**config.mk**
```make
export PLATFORM = sky130hd
export DESIGN_NAME = wb_bus_arbiter
export DESIGN_NICKNAME = d
export VERILOG_FILES = /design/src/rtl/wb_bus_arbiter.sv
export SDC_FILE = /design/constraint.sdc
export NUM_CORES = 1
export LEC_CHECK = 0
export BUFFER_PORTS_ARGS = -buffer_cell sky130_fd_sc_hd__buf_2
export CAP_MARGIN = 15
export CORE_ASPECT_RATIO = 0.75
export CORE_MARGIN = 5
export CORE_UTILIZATION = 38
export DETAILED_ROUTE_END_ITERATION = 8
export PLACE_DENSITY = 0.95
export SYNTH_ARGS = -nofsm -noshare
export SYNTH_HDL_FRONTEND = slang
export SYNTH_SLANG_ARGS = --single-unit
export TNS_END_PERCENT = 10
```
**constraint.sdc**
```tcl
create_clock -name clk -period 4.15 [get_ports clk]
set_input_delay 0.415 -clock clk [delete_from_list [all_inputs] [get_ports clk]]
set_output_delay 0.415 -clock clk [all_outputs]
set_load 0.02 [all_outputs]
```
**src/rtl/wb_bus_arbiter.sv**
```systemverilog
// Two-master, one-slave Wishbone arbiter: whole-cycle grants, round-robin on
// contention, and a watchdog that aborts unacknowledged strobes with ERR.
module wb_bus_arbiter #(
  parameter int unsigned ADDRESS_WIDTH = 24,
  parameter int unsigned TIMEOUT       = 256
) (
  input  logic                     clk,
  input  logic                     rst,
  input  logic [ADDRESS_WIDTH-1:0] m0_adr_i,
  input  logic [15:0]              m0_dat_i,
  output logic [15:0]              m0_dat_o,
  input  logic                     m0_cyc_i,
  input  logic                     m0_stb_i,
  input  logic                     m0_we_i,
  output logic                     m0_ack_o,
  output logic                     m0_err_o,
  input  logic [ADDRESS_WIDTH-1:0] m1_adr_i,
  input  logic [15:0]              m1_dat_i,
  output logic [15:0]              m1_dat_o,
  input  logic                     m1_cyc_i,
  input  logic                     m1_stb_i,
  input  logic                     m1_we_i,
  output logic                     m1_ack_o,
  output logic                     m1_err_o,
  output logic [ADDRESS_WIDTH-1:0] s_adr_o,
  output logic [15:0]              s_dat_o,
  input  logic [15:0]              s_dat_i,
  output logic                     s_cyc_o,
  output logic                     s_stb_o,
  output logic                     s_we_o,
  input  logic                     s_ack_i,
  output logic [1:0]               grant_o,
  output logic                     timeout_o
);

  typedef enum logic [1:0] {IDLE, BUSY, ABORT} state_t;

  localparam logic [15:0] WDOG_LIMIT = 16'(TIMEOUT - 1);

  state_t      state, stateNext;
  logic        owner, ownerNext;
  logic        lastOwner, lastOwnerNext;
  logic [15:0] wdog, wdogNext;
  logic        ownerCyc, ownerStb, ownerWe;
  logic        busy, expire;

  assign ownerCyc = owner ? m1_cyc_i : m0_cyc_i;
  assign ownerStb = owner ? m1_stb_i : m0_stb_i;
  assign ownerWe  = owner ? m1_we_i  : m0_we_i;
  assign busy     = (state == BUSY);
  // An ack on the limit cycle wins over the abort.
  assign expire   = busy && ownerCyc && ownerStb && !s_ack_i && (wdog == WDOG_LIMIT);

  always_ff @(posedge clk) begin
    if (rst) begin
      state     <= IDLE;
      owner     <= 1'b0;
      lastOwner <= 1'b1;
      wdog      <= '0;
      timeout_o <= 1'b0;
    end else begin
      state     <= stateNext;
      owner     <= ownerNext;
      lastOwner <= lastOwnerNext;
      wdog      <= wdogNext;
      timeout_o <= expire;
    end
  end

  always_comb begin
    stateNext     = state;
    ownerNext     = owner;
    lastOwnerNext = lastOwner;
    wdogNext      = '0;
    case (state)
      IDLE: begin
        if (m0_cyc_i || m1_cyc_i) begin
          ownerNext     = (m0_cyc_i && m1_cyc_i) ? ~lastOwner : m1_cyc_i;
          lastOwnerNext = ownerNext;
          stateNext     = BUSY;
        end
      end
      BUSY: begin
        if (!ownerCyc) begin
          stateNext = IDLE;
        end else if (expire) begin
          stateNext = ABORT;
        end else if (ownerStb && !s_ack_i) begin
          wdogNext = wdog + 16'd1;
        end
      end
      ABORT: begin
        if (!ownerCyc) stateNext = IDLE;
      end
      default: stateNext = IDLE;
    endcase
  end

  always_comb begin
    s_adr_o  = owner ? m1_adr_i : m0_adr_i;
    s_dat_o  = owner ? m1_dat_i : m0_dat_i;
    s_cyc_o  = busy && ownerCyc;
    s_stb_o  = busy && ownerStb;
    s_we_o   = busy && ownerWe;
    m0_dat_o = s_dat_i;
    m1_dat_o = s_dat_i;
    m0_ack_o = busy && !owner && m0_stb_i && s_ack_i;
    m1_ack_o = busy &&  owner && m1_stb_i && s_ack_i;
    m0_err_o = expire && !owner;
    m1_err_o = expire &&  owner;
    grant_o  = (state == IDLE) ? 2'b00 : (owner ? 2'b10 : 2'b01);
  end

endmodule
```
==> flow_metrics.tcl, run 1 <==
set metrics [dict create \
    cts_sinks 21 \
    insertedDiodeCount 0 \
    io_pins 187 \
    ys_seq_elements 21 \
    crit_path_start_kind "flip-flop" \
    hold_class "input pin to flip-flop" \
    power.internal_mw 0.374 \
    post-cts-setup-buffers 0 \
    htree_levels 1 \
    num_rows 21 \
    slowest_delay_ns 1.01 \
    die-area_um2 6010 \
    powerDensity_nw_per_um2 250 \
    seq_area_frac_synth_pct 24.3 \
    crit_arrival_ns 2.60 \
    clk_root_buffer_cell "clkbuf_8" \
    grt_max_degree 50 \
    slew_viol_final 0 \
    clkTransAtPathRegs_ns 0.07 \
    grt_pass1_wl_um 8090 \
    vias 1710 \
    dp_hpwl_um 5400 \
    postCtsHoldBufs 0 \
    avgSynthCellArea_um2 8.81 \
    routedWlPerCell_um 17.3 \
    finalHoldViolations 0 \
    post-route-util_pct 50.7 \
    totalWireLength_um 6170 \
    vdd_drop_max_uv 181 \
    clk_latency_ns 0.26 \
    postPlaceCellArea_um2 2200 \
    port_buffers 138 \
    gp_congestion 0.779 \
    crit_top_cell "nand2_1" \
    synth_nets 302 \
    antenna_left 0 \
    critPathTopFamily "flip-flops" \
    slew_headroom_pct 31.9 \
    holdCritStartpoint "rst" \
    vias_per_cell 4.80 \
    antenna_found_initial 0 \
    switching_share_pct 33.4 \
    layout_common_cells "138 x buf_2, 41 x mux2_2, 31 x nor2_1" \
    synth_warnings 0 \
    yosysTopAreaCell "mux2_2" \
    drtPass1Iterations 4 \
    worst-r2r-cell-count 4 \
    crit_start "owner" \
    die_h_um 68.4 \
    syn_inst 196 \
    fin_ws_ns 1.14 \
    p_leak_nw 1.02 \
    r2r_start "owner" \
    grt_pass1_vias 1592 \
    comb_power_share_pct 37.1 \
    critPathKind "flip-flop to primary output" \
    switchingPower_mw 0.188 \
    clock_skew_ns 0.000759 \
    tightest_slew_ns 1.02 \
    area_growth_pct 30.3 \
    worstPathCellList "nand2_1 > a2111oi_4 > nand2_1 > nor2_1 > buf_2" \
    endpoint_kind "primary output" \
    hold_depth 2 \
    syn-cell-area_um2 1730 \
    synth_top_area_share_pct 26.7 \
    dp_slack_ns 1.45 \
    cts_tree "yes" \
    grt_usage_pct 17.8 \
    rsz0062_at_grt "false" \
    nNetsFinal 406 \
    postLayoutCellArea_um2 2250 \
    crit_cells 5 \
    die_width_um 87.8 \
    numCtsBuffers 3 \
    setup_violations 0 \
    grt-ovfl-total 0 \
    drc 0 \
    cap_violations 0 \
    clkPwrFrac_pct 23.8 \
    synth_cell_type_count 31 \
    cts_resized 0 \
    min_period_over_period_pct 72.6 \
    worst_ep_required_time_ns 3.73 \
    cp_slowest_cell "dfxtp_2" \
    drtIter0Drc 62 \
    layout_commonest_cell "buf_2" \
    ys_top_cells_by_area "mux2_2 27%, dfxtp_1 24%, buf_4 14%, nor2_1 6.7%, xnor2_1 6.1%" \
    crit_buf_inv 1 \
    cts_max_path_buffers 2 \
    finalCriticalPeriod_ns 3.01 \
    initial_core_util_pct 38.9 \
    p_seq_share_pct 39.2 \
    crit_fanout 49 \
    drive_above_1_share_pct 62.2 \
    fin_tns_setup_ns 0 \
    status "complete, no violations" \
    holdWs_ns 0.397 \
    core-area_um2 4440 \
    max_freq_mhz 332 \
]
## per-layer routing
metal | global-route usage, % | routed length, µm | vias to the layer above
li1 | - | - | 850
met1 | 19.4 | 2080 | 769
met2 | 35.4 | 3440 | 91
met3 | 5.90 | 656 | 0
met4 | 0.575 | 0 | 0
met5 | 0 | 0 | -
## cell usage after synthesis
master,count
a2111oi_4,1
buf_6,1
nor2_1,31
nor2_2,1
nor3_1,4
nor3b_1,1
or3b_1,1
dfxtp_1,21
xor2_1,2
a21oi_1,2
mux2_2,41
nor4_1,5
a211o_1,1
nand3_1,5
nand2_1,8
xnor2_1,12
nand2b_1,1
a41o_2,1
nand3b_1,2
mux2i_1,2
buf_4,32
inv_1,5
ha_1,1
or2b_1,1
buf_8,1
o21ai_0,1
clkbuf_1,4
buf_1,1
a32oi_1,1
nand4_1,4
or4_1,2
## state kept, by name, indices dropped and copies added, names as in the netlist
register	count
wdog	16
state	2
timeout_o	1
owner	1
lastOwner	1
## worst register-to-register path: stages, from the launching register on
cell and delay (ns):
dfxtp_2 1.01, nand2_1 0.31, a2111oi_4 0.49, or3b_1 0.62, nor2_1 0.19
## power groups by stage
stage	registers [mW]	clock network (mW)	logic (mW)
after global placement	0.224	0	0.207
after detailed placement	0.224	0	0.210
after floorplan	0.212	0	0.177
final	0.220	0.133	0.208
after global routing	0.222	0.145	0.222
after CTS	0.220	0.137	0.211
## logic make-up (layout without fill, tap and decap cells)
kind of cell,after synthesis,count (layout),synth area share [%]
buffers and inverters,44,147,17.6
AOI/OAI and AO/OA,7,7,4.13
and+or+nand+nor,66,66,18.2
adders and majority gates,1,1,0.725
xor gates and xnor gates,14,14,7.10
DFF,21,21,24.3
muxes,43,43,27.9
## layout make-up
cell class	count	area, µm²
Inverter	5	18.8
Sequential cell	21	422
Tap cell	57	71.3
Clock buffer	4	45.0
Multi-Input combinational cell	131	1000
Timing Repair Buffer	138	691
Fill cell	420	2190
## per-stage QoR
step | std cells | total power [mW]
global route | 356 | 0.589
detailed placement | 352 | 0.435
finish | 356 | 0.562
global placement | 352 | 0.431
CTS | 356 | 0.568
floorplan | 196 | 0.389
## final timing paths
path                            slack, ns       end
worst max-delay path                 1.14  m1_err_o
worst min-delay path                 0.40     owner
worst max register to register       1.46   wdog[9]
worst min register to register       0.48   wdog[0]
Note: power is estimated with default switching activity, not from simulation.
==> run 2, diff against run 1 <==
ABC_AREA = 1   (was unset)
CORE_UTILIZATION = 36   (was 38)
PLACE_DENSITY = 0.92   (was 0.95)
clock period = 3.1 ns   (was 4.15 ns; I/O delays follow)
==> flow_metrics.tcl, run 2 <==
set metrics [dict create \
    synth_most_common_cell "nand2_1" \
    gp_congestion 0.885 \
    synth-main-ff-cell "dfxtp_1" \
    grt_usage_pct 19.6 \
    synth-edff-count 0 \
    endpoint_kind "primary output" \
    port_buffers 138 \
    postCtsHoldBufs 0 \
    totalWireLength_um 6810 \
    synth_fa_ha_area_share_pct 0.681 \
    drc 0 \
    clock_skew_ns 0.00473 \
    cts_max_path_buffers 2 \
    clk_latency_ns 0.26 \
    core-area_um2 4930 \
    p_leak_nw 1.37 \
    ys_top_cells_by_area "nand2_1 33%, dfxtp_1 23%, buf_4 13%, nor2_1 7.1%, inv_1 4.1%" \
    vias 2278 \
    dp.cells 486 \
    die_width_um 92.5 \
    max_freq_mhz 451 \
    reg.largest.list "wdog: 16 flops, state: 2 flops" \
    seq_area_frac_synth_pct 22.9 \
    area_growth_pct 29.3 \
    synth_warnings 0 \
    async_reset_ff_share_pct 0 \
    power_mw 0.753 \
    initial_core_util_pct 37.3 \
    syn_inst 328 \
    cts_sinks 21 \
    drive_above_1_share_pct 36.7 \
    status "complete, no violations" \
    fin_ws_ns 0.884 \
    synth_top_family_by_area "simple AND/OR/NAND/NOR gates" \
    cap_violations 0 \
    drtIter0Drc 106 \
    finalNonFillerCells 491 \
    avgSynthCellArea_um2 5.60 \
    synth.area.mux_share_pct 0 \
    tightest_slew_ns 0.550 \
    regMostFlops "wdog" \
    largest_reg_flops 16 \
    slew_headroom_pct 63.3 \
    worst_ep_required_time_ns 2.79 \
    ys_seq_elements 21 \
    crit_arrival_ns 1.91 \
    slew_viol_final 0 \
    hold_class "input pin to flip-flop" \
    cts_resized 0 \
    clk_root_buffer_cell "clkbuf_8" \
    htree_levels 1 \
    nNetsFinal 537 \
    post-route-util_pct 48.2 \
    grt-ovfl-total 0 \
    synth_cell_type_count 26 \
    min_period_over_period_pct 71.5 \
    routedWlPerCell_um 13.9 \
    vias_per_cell 4.64 \
    antenna_found_initial 1 \
    reg2reg_slack_ns 1.29 \
    syn-cell-area_um2 1840 \
    crit_fanout 17 \
    layout_common_cells "162 x nand2_1, 138 x buf_2, 35 x nor2_1" \
    post-cts-setup-buffers 0 \
    vdd_drop_max_uv 218 \
    rsz0062_at_grt "false" \
    netlist_top_cells_count "162 x nand2_1, 35 x nor2_1, 32 x buf_4, 21 x dfxtp_1, 20 x inv_1" \
    die_h_um 71.9 \
    dp_slack_ns 1.20 \
    io_pins 187 \
    n_fill_cell 509 \
    clkTransAtPathRegs_ns 0.08 \
    holdWs_ns 0.312 \
    num_rows 22 \
    grt_pass1_vias 2179 \
    postPlaceCellArea_um2 2330 \
    drtPass1Iterations 4 \
    fin_tns_setup_ns 0 \
    synth_xor_area_share_pct 2.86 \
    setup_violations 0 \
    critPathKind "flip-flop to primary output" \
    layout_commonest_cell "nand2_1" \
    yosys.area_share.simple_pct 50.4 \
    finalHoldViolations 0 \
    crit_path_start_kind "flip-flop" \
    cts_tree "yes" \
    synth_compound_area_share_pct 2.72 \
    die-area_um2 6650 \
    synth_nets 434 \
    grt_pass1_wl_um 10500 \
    powerDensity_nw_per_um2 317 \
    grt_max_degree 43 \
    yosysTopAreaCell "nand2_1" \
    synth_top_area_share_pct 33.1 \
    antenna_left 0 \
    postLayoutCellArea_um2 2380 \
    finalCriticalPeriod_ns 2.22 \
    dp_hpwl_um 5860 \
    numCtsBuffers 3 \
]
==> run 2: per-layer routing <==
metal	vias up	GRT usage [%]	part of all wire, %
met5	-	0	0
met4	0	7.41	2.7
met3	13	5.56	9.8
met2	120	36.5	51
met1	980	21.0	36
li1	1165	-	-
==> run 2: critical path: stages (launching register included) <==
cell and delay [ns]:
dfxtp_1 0.67, nand2_1 0.12, o21ai_0 0.12, nand2_1 0.13, nor2_1 0.17, nand2_2 0.15, nor2_1 0.11, buf_2 0.17
==> run 2: area by class of cell <==
cell class	count	area, µm²	share of cell area, %
inverter	23	86.3	3.63
timing repair buffer	140	706	29.7
clock buffer	4	45.0	1.90
multi-input combinational	242	1040	43.8
sequential	21	420	17.7
antenna	1	2.50	0.105
tap	60	75.1	3.16
==> run 2: path summary, 6_finish.rpt <==
check             depth (start not counted)  startpoint       end
setup / recovery                          7       owner  m0_err_o
hold / removal                            2         rst  state[0]
setup reg to reg                          7       owner  wdog[11]
hold reg to reg                           1     wdog[0]   wdog[0]
==> run 2: cells by family (layout without fill, tap and decap cells) <==
kind of cell	count (synthesis)	count (layout)
AOI/OAI and AO/OA	10	10
xor gates and xnor gates	6	6
adders and majority gates	1	1
buffers and inverters	65	167
DFF	21	21
other	0	1
and+or+nand+nor	225	225
==> run 2: power by group <==
part	internal [mW]	switching (mW)	total, mW	leakage [nW]
Combinational	0.108	0.186	0.294	1.18
Sequential	0.273	0.00576	0.279	0.170
Clock	0.0917	0.0883	0.180	0.0228
Total	0.473	0.280	0.753	1.37
==> run 3, diff against run 2 <==
ABC_AREA = 0   (was 1)
CORE_UTILIZATION = 32   (was 36)
PLACE_DENSITY = 0.89   (was 0.92)
clock period = 1.8 ns   (was 3.1 ns; I/O delays follow)
==> flow_metrics.tcl, run 3 (synthesis results as in run 1) <==
set metrics [dict create \
    status "finished with violations" \
    violations "negative setup slack" \
    drtIter0Drc 42 \
    num_rows 23 \
    crit_start "wdog[13]" \
    finalCriticalPeriod_ns 1.96 \
    reg.largest.list "wdog: 16 flops, state: 2 flops" \
    switchingPower_mw 0.457 \
    switching_share_pct 34.5 \
    cap_violations 0 \
    slew_headroom_pct 70.7 \
    fin_tns_setup_ns -0.428 \
    slew_viol_final 0 \
    grt_pass1_wl_um 9070 \
    powerDensity_nw_per_um2 546 \
    layout_commonest_cell "buf_2" \
    drtPass1Iterations 4 \
    vias 1812 \
    grt-ovfl-total 0 \
    die_h_um 73.6 \
    setup_violations 4 \
    slowest_delay_ns 0.54 \
    cts_sinks 21 \
    crit_arrival_ns 1.78 \
    numCtsBuffers 3 \
    hold_class "input pin to flip-flop" \
    grt_usage_pct 17.5 \
    regMostFlops "wdog" \
    post-route-util_pct 45.8 \
    io_pins 187 \
    min_period_over_period_pct 109 \
    finalNonFillerCells 388 \
    cts_tree "yes" \
    r2r_start "wdog[13]" \
    worstPathCellList "or4_4 > nor4_4 > nand2_2 > nor2_2 > buf_4" \
    die-area_um2 6980 \
    vdd_drop_max_uv 330 \
    routedWlPerCell_um 17.9 \
    dp_hpwl_um 5740 \
    port_buffers 138 \
    cp_slowest_cell "or4_4" \
    nNetsFinal 420 \
    cts_max_path_buffers 2 \
    drive_above_1_share_pct 67.7 \
    max_freq_mhz 511 \
    n_fill_cell 529 \
    p_seq_share_pct 36.1 \
    crit_fanout 3 \
    power.internal_mw 0.868 \
    layout_common_cells "136 x buf_2, 41 x mux2_2, 28 x nor2_1" \
    postCtsHoldBufs 0 \
    crit_path_start_kind "flip-flop" \
    insertedDiodeCount 0 \
    holdCritStartpoint "rst" \
    dp.cells 382 \
    critPathTopFamily "simple AND/OR/NAND/NOR gates" \
    grt_pass1_vias 1790 \
    postPlaceCellArea_um2 2320 \
    worst_ep_required_time_ns 1.62 \
    area_growth_pct 40.6 \
    clkPwrFrac_pct 23.2 \
    comb_power_share_pct 40.7 \
    antenna_left 0 \
    grt_max_degree 34 \
    rsz0062_at_grt "true" \
    gp_congestion 0.885 \
    initial_core_util_pct 32.6 \
    antenna_found_initial 0 \
    drc 0 \
    die_width_um 94.8 \
    tightest_slew_ns 0.436 \
    postLayoutCellArea_um2 2430 \
    clkTransAtPathRegs_ns 0.08 \
    htree_levels 1 \
    clk_latency_ns 0.26 \
    fin_ws_ns -0.157 \
    holdWs_ns 0.181 \
    crit_buf_inv 1 \
    p_leak_nw 1.09 \
    vias_per_cell 4.67 \
    core-area_um2 5300 \
    clk_root_buffer_cell "clkbuf_8" \
    largest_reg_flops 16 \
    critPathKind "flip-flop to primary output" \
    totalWireLength_um 6960 \
    clock_skew_ns 0.00507 \
    finalHoldViolations 0 \
    endpoint_kind "primary output" \
]
run 3: changes by cell type in the layout (fill, tap and decap cells not counted), moves of 4 or more:
cell     change
dfxtp_1      -4
nor2_1       -7
a21oi_1      -7
dfxtp_2      +4
inv_1       -15
buf_4       +13
nand2_1    -155
xnor2_1      +9
mux2_2      +41
run 3: through the flow:
step | setup WS [ns] | power, mW
final | -0.157 | 1.32
after global routing | -0.197 | 1.38
after CTS | -0.155 | 1.33
after detailed placement | 0.0475 | 1.03
after global placement | 0.0438 | 1.02
after floorplan | 0.0424 | 0.896
run 3: timing repair:
| item | 4_1_cts | 5_1_grt |
|---|---|---|
| pin swaps | 3 | 3 |
| resized for setup | 6 | 9 |
| setup endpoints to repair | 2 | 38 |
| setup buffers | 1 | 1 |
run 3: power by group through the flow:
| stage | combinational (mW) | sequential [mW] | clock [mW] |
|---|---|---|---|
| after CTS | 0.541 | 0.478 | 0.316 |
| after global placement | 0.529 | 0.489 | 0 |
| final | 0.539 | 0.479 | 0.307 |
| after global routing | 0.570 | 0.479 | 0.329 |
| after detailed placement | 0.538 | 0.489 | 0 |
| after floorplan | 0.407 | 0.489 | 0 |
run 3: metal layers:
metal	routed length, µm	vias up	track usage [%]
met5	0	-	0
li1	-	875	-
met4	315	0	9.28
met2	3660	99	32.8
met3	680	18	6.04
met1	2300	820	17.0
run 3: worst register-to-register path: cells and delay by family (launching register included):
kind / cells / cell delay, ns
and+or+nand+nor: 3 / 0.92
buffers and inverters: 2 / 0.29
AOI/OAI and AO/OA: 1 / 0.25
DFF: 1 / 0.32
run 3: layout make-up:
type,instances,area [µm²],area share [%]
timing repair buffer,152,805,33.1
inverter,5,18.8,0.773
clock buffer,3,41.3,1.70
sequential,21,425,17.5
clock inverter,1,5.00,0.206
multi-input combinational,131,1040,42.8
tap,75,93.8,3.87
run 3: final timing paths:
check / endpoint / depth (start not counted) / slack [ns]
min: timeout_o / 2 / 0.18
max reg2reg: state[0] / 6 / -0.09
max: m0_err_o / 5 / -0.16
min reg2reg: lastOwner / 1 / 0.53
